[src/rtl/uart_rx_os.sv]
`default_nettype none
// ---------------------------------------------------------------------------
// uart_rx_os : 16x oversampling UART receiver, majority vote, parity, hold reg
// Revision   : 1.0
// ---------------------------------------------------------------------------
module uart_rx_os #(
  parameter int n      = 8,
  parameter int DIV    = 27,
  parameter int PARITY = 0
) (
  input  logic         clk_i,
  input  logic         rst_i,
  input  logic         Rx_i,
  input  logic         ready_i,
  output logic [n-1:0] data_o,
  output logic         valid_o,
  output logic         frame_err_o,
  output logic         parity_err_o,
  output logic         overrun_o,
  output logic         busy_o
);

  localparam int                 DIV_W    = (DIV > 1) ? $clog2(DIV) : 1;
  localparam logic [DIV_W-1:0]   DIV_LAST = DIV_W'(DIV - 1);
  localparam logic [2:0]         LAST_BIT = 3'(n - 1);

  localparam logic [2:0] S_IDLE   = 3'd0;
  localparam logic [2:0] S_START  = 3'd1;
  localparam logic [2:0] S_DATA   = 3'd2;
  localparam logic [2:0] S_PARITY = 3'd3;
  localparam logic [2:0] S_STOP   = 3'd4;

  logic [2:0]       state_q, state_d;
  logic             rx_meta_q, rx_s_q, rx_p_q;
  logic [DIV_W-1:0] div_cnt_q, div_cnt_d;
  logic [3:0]       s_cnt_q, s_cnt_d;
  logic [2:0]       bit_cnt_q, bit_cnt_d;
  logic [1:0]       samp_q, samp_d;
  logic [n-1:0]     shift_q, shift_d;
  logic             par_q, par_d;
  logic             par_err_q, par_err_d;
  logic [n-1:0]     data_q, data_d;
  logic             valid_q, valid_d;
  logic             fe_q, fe_d;
  logic             pe_q, pe_d;
  logic             ovr_q, ovr_d;

  logic start_det, tick, decide, bit_end, vote, load;

  assign start_det = (state_q == S_IDLE) && rx_p_q && !rx_s_q;
  assign tick      = (state_q != S_IDLE) && (div_cnt_q == DIV_LAST);
  assign decide    = tick && (s_cnt_q == 4'd9);
  assign bit_end   = tick && (s_cnt_q == 4'd15);
  // third sample is the live rx_s on the s_cnt==9 tick
  assign vote      = (samp_q[0] & samp_q[1]) | (samp_q[0] & rx_s_q) | (samp_q[1] & rx_s_q);
  assign load      = (state_q == S_STOP) && decide;

  always_ff @(posedge clk_i or negedge rst_i) begin
    if (!rst_i) state_q <= S_IDLE;
    else        state_q <= state_d;
  end

  always_comb begin
    state_d = state_q;
    case (state_q)
      S_IDLE:   if (start_det) state_d = S_START;
      S_START: begin
        if (decide && vote) state_d = S_IDLE;
        else if (bit_end)   state_d = S_DATA;
      end
      S_DATA:   if (bit_end && bit_cnt_q == LAST_BIT)
                  state_d = (PARITY != 0) ? S_PARITY : S_STOP;
      S_PARITY: if (bit_end) state_d = S_STOP;
      S_STOP:   if (decide) state_d = S_IDLE;
      default:  state_d = S_IDLE;
    endcase
  end

  always_comb begin
    div_cnt_d = div_cnt_q;
    s_cnt_d   = s_cnt_q;
    bit_cnt_d = bit_cnt_q;
    samp_d    = samp_q;
    shift_d   = shift_q;
    par_d     = par_q;
    par_err_d = par_err_q;
    data_d    = data_q;
    valid_d   = valid_q;
    fe_d      = fe_q;
    pe_d      = pe_q;
    ovr_d     = 1'b0;

    if (state_q == S_IDLE) begin
      div_cnt_d = '0;
      s_cnt_d   = '0;
    end else if (tick) begin
      div_cnt_d = '0;
      s_cnt_d   = s_cnt_q + 4'd1;
    end else begin
      div_cnt_d = div_cnt_q + DIV_W'(1);
    end

    if (tick && s_cnt_q == 4'd7) samp_d[0] = rx_s_q;
    if (tick && s_cnt_q == 4'd8) samp_d[1] = rx_s_q;

    if (start_det) begin
      bit_cnt_d = '0;
      par_d     = 1'b0;
      par_err_d = 1'b0;
    end

    if (state_q == S_DATA && decide) begin
      shift_d = {vote, shift_q[n-1:1]};
      par_d   = par_q ^ vote;
    end
    if (state_q == S_DATA && bit_end && bit_cnt_q != LAST_BIT)
      bit_cnt_d = bit_cnt_q + 3'd1;
    if (state_q == S_PARITY && decide)
      par_err_d = (PARITY == 1) ? (par_q ^ vote) : ~(par_q ^ vote);

    // a load in the acceptance cycle replaces the byte being consumed
    if (load && (!valid_q || ready_i)) begin
      data_d  = shift_q;
      fe_d    = ~vote;
      pe_d    = (PARITY != 0) && par_err_q;
      valid_d = 1'b1;
    end else if (load) begin
      ovr_d   = 1'b1;
    end else if (valid_q && ready_i) begin
      valid_d = 1'b0;
    end
  end

  always_ff @(posedge clk_i or negedge rst_i) begin
    if (!rst_i) begin
      rx_meta_q <= 1'b1;
      rx_s_q    <= 1'b1;
      rx_p_q    <= 1'b1;
      div_cnt_q <= '0;
      s_cnt_q   <= '0;
      bit_cnt_q <= '0;
      samp_q    <= '0;
      shift_q   <= '0;
      par_q     <= 1'b0;
      par_err_q <= 1'b0;
      data_q    <= '0;
      valid_q   <= 1'b0;
      fe_q      <= 1'b0;
      pe_q      <= 1'b0;
      ovr_q     <= 1'b0;
    end else begin
      rx_meta_q <= Rx_i;
      rx_s_q    <= rx_meta_q;
      rx_p_q    <= rx_s_q;
      div_cnt_q <= div_cnt_d;
      s_cnt_q   <= s_cnt_d;
      bit_cnt_q <= bit_cnt_d;
      samp_q    <= samp_d;
      shift_q   <= shift_d;
      par_q     <= par_d;
      par_err_q <= par_err_d;
      data_q    <= data_d;
      valid_q   <= valid_d;
      fe_q      <= fe_d;
      pe_q      <= pe_d;
      ovr_q     <= ovr_d;
    end
  end

  assign data_o       = data_q;
  assign valid_o      = valid_q;
  assign frame_err_o  = fe_q;
  assign parity_err_o = pe_q;
  assign overrun_o    = ovr_q;
  assign busy_o       = (state_q != S_IDLE);

endmodule
`default_nettype wire

[config.mk]
export PLATFORM = sky130hd
export DESIGN_NAME = uart_rx_os
export DESIGN_NICKNAME = d
export VERILOG_FILES = /design/src/rtl/uart_rx_os.sv
export SDC_FILE = /design/constraint.sdc
export NUM_CORES = 1
export LEC_CHECK = 0
export ABC_AREA = 1
export BUFFER_PORTS_ARGS = -buffer_cell sky130_fd_sc_hd__buf_2
export CAP_MARGIN = 20
export CORE_AREA = 3 3 64 66
export DETAILED_ROUTE_END_ITERATION = 8
export DIE_AREA = 0 0 67 69
export PLACE_DENSITY_LB_ADDON = 0.1
export SLEW_MARGIN = 30
export SYNTH_ARGS = -nofsm -noshare
export SYNTH_HDL_FRONTEND = slang
export SYNTH_SLANG_ARGS = --single-unit
[constraint.sdc]
create_clock -name clk_i -period 1.6 [get_ports clk_i]
set_input_delay 0.4 -clock clk_i [delete_from_list [all_inputs] [get_ports clk_i]]
set_output_delay 0.4 -clock clk_i [all_outputs]
set_load 0.01 [all_outputs]
==> metrics.csv <==
metric,value,unit
outcome,"complete, no violations",
Clock H-tree levels,2,
antenna-violating nets left,0,
PortBufs,15,
"Top FF cell, synth",dfrtp_1,
Inserted Diodes,0,
maximum root-to-sink buffer count,2,
crit path DAT,1.77,ns
via count,1386,
Placed Area,1970,µm²
Hold WC Path Type,in2async,
Yosys reg bits,39,
total of max-cap violations,0,
die area,4620,µm²
dpl hpwl,2.37,mm
pre-CTS setup slack,0.00617,ns
largest net degree at the start of global routing,23,
Initial Utilization,0.500,
Fmax achieved,628,MHz
launch point of the worst reg-to-reg path,div_cnt_q[0],
fill cell count,319,
"Reg clk slew, reported paths",0.07,ns
DR vias/cell,4.97,
Tot Pwr,2230,µW
drt total wl,3.50,mm
P&R area growth vs syn,20.3,%
r2r worst-path depth,10,
share of layout cells above drive strength 1,0.286,
CP required,1.78,ns
met3 wire len,145,µm
global-route wire length before repair,5.96,mm
RSZ-0062 raised after global routing,true,
total gr overflow,0,
placement row count,22,
final setup TNS,0,ns
post-layout net count,241,
routability cong.,0.767,
Syn Inst Count,200,
uppermost layer routed,met4,
Skew-Pair Late Insertion Delay,0.29,ns
CORE AREA,3630,µm²
synth warn,0,
area of the multi-input gates,749,µm²
Crit. End Element,register,
maximum vdd drop,0.000586,V
Reg2Reg Setup Slack,0.008,ns
synthesized area,1820,µm²
final period demand of the worst path,1.59,ns
I/O pins,17,
final number of setup-violating endpoints,0,
design area,2180,µm²
syn_area_per_cell,9.08,µm²
Final Hold Viols,0,
leakage,0.00109,µW
Iter 0 DRT Violations,81,
clock sinks,39,
period utilization,0.995,
RR Endpoint,frame_err_o,
startpoint types,register,
sequential share of the synthesized area,0.540,
vias in the first global route,1383,
clk root buf,clkbuf_8,
residual DRC count,0,
CTS tree,built,
Num CTS Buffers,5,
Die Ht,69,µm
GRT Overall Usage,0.168,
Metal-1 WL,1.50,mm
PwrDens,1020,nW/µm²
Final Skew,0.00280,ns
DR pass1 iterations,4,
Slew Limit Fails,0,
WL/cell,12.5,µm
"most common cell after layout, fill and taps aside",nand2_1,
CP max FO,18,
register area,982,µm²
met2 wire length,1.80,mm
Async SR Flop Fraction,1.00,
number of antenna violations at the first check in global routing,0,
Post-synth EDFFs,0,
Final WS setup,0.00780,ns
Setup Crit Path Kind,reg2reg,
Die W,67,µm
Synth cell types,28,
syn nets,211,
most frequent cells in the layout,"53 x nand2_1, 34 x dfrtp_1, 26 x inv_1",
power breakdown:
group	internal, µW	switching, µW
sequential	1040	58.0
clock	393	327
combinational	182	232
total	1610	616
routing by layer:
| metal | vias up | GRT usage |
|---|---|---|
| li1 | 690 | - |
| met1 | 666 | 0.204 |
| met2 | 24 | 0.274 |
| met3 | 6 | 0.0586 |
| met4 | 0 | 0.0541 |
| met5 | - | 0 |
cell type report:
| type | count | share of cell area |
|---|---|---|
| Tap cell | 48 | 0.0275 |
| Clock buffer | 8 | 0.0458 |
| Timing Repair Buffer | 26 | 0.0836 |
| Sequential cell | 39 | 0.450 |
| Multi-Input combinational cell | 129 | 0.343 |
| Inverter | 29 | 0.0504 |
how the worst max path moves through the flow:
stage / slack (ns) / start / end
4_1_cts: 0.02 / state_q[1] / busy_o
2_1_floorplan: 0.10 / div_cnt_q[0] / data_o[1]
3_3_place_gp: 0.04 / div_cnt_q[0] / state_q[0]
5_1_grt: -0.11 / div_cnt_q[0] / state_q[0]
3_5_place_dp: 0.006 / div_cnt_q[0] / state_q[0]
6_report: 0.008 / div_cnt_q[0] / frame_err_o
state kept, by name (all words and copies together) (netlist names):
name and flops:
s_cnt_q 4, rx_meta_q 1, state_q 3, rx_s_q 1
div_cnt_q 5, data_o 8, samp_q 2, frame_err_o 1
valid_o 1, bit_cnt_q 3, overrun_o 1, rx_p_q 1
shift_q 8
repair_timing:
item	in CTS	in global routing
setup endpoints to repair	2	26
hold buffers	0	0
gates cloned	0	0
setup buffers	0	8
pin swaps	0	4
endpoints found under the hold margin	0	0
gates resized for setup	2	18
stage by stage:
stage,hold slack [ns],util,std cells
final,0.0439,0.601,279
after global routing,0.0656,0.601,279
after floorplan,0.104,-,200
after CTS,0.0465,0.573,271
after detailed placement,0.349,0.543,263
after global placement,0.348,0.543,263
cells by family after synthesis:
logic type,after synthesis,share of synthesized area
adder cells (fa/ha/maj),7,0.0482
AO/OA/AOI/OAI,27,0.0986
buffers and inverters,32,0.0737
flip-flops,39,0.540
AND/OR/NAND/NOR,93,0.233
XOR/XNOR,1,0.00483
other,1,0.00207
cell usage after synthesis (3+ instances only):
library cell  number  area share
nor2_1            14       0.029
nor3b_1            3       0.012
nand2_1           55        0.11
nand3_2            3       0.017
nand3_1            9       0.025
o21ai_0           14       0.039
dfstp_2            3       0.043
o21ai_2            9       0.043
dfrtp_1           36        0.50
ha_1               7       0.048
inv_1             28       0.058
worst max-delay path, cell delays in order (launching register included):
cell and delay [ns]:
dfrtp_1 0.41, inv_1 0.07, ha_1 0.14, nand2_1 0.08, nor2_4 0.19, nand3_2 0.10, clkinv_2 0.10, nand3_2 0.09
buf_12 0.18, nand2_1 0.08, o21ai_2 0.05
Note: power is estimated with default switching activity, not from simulation.
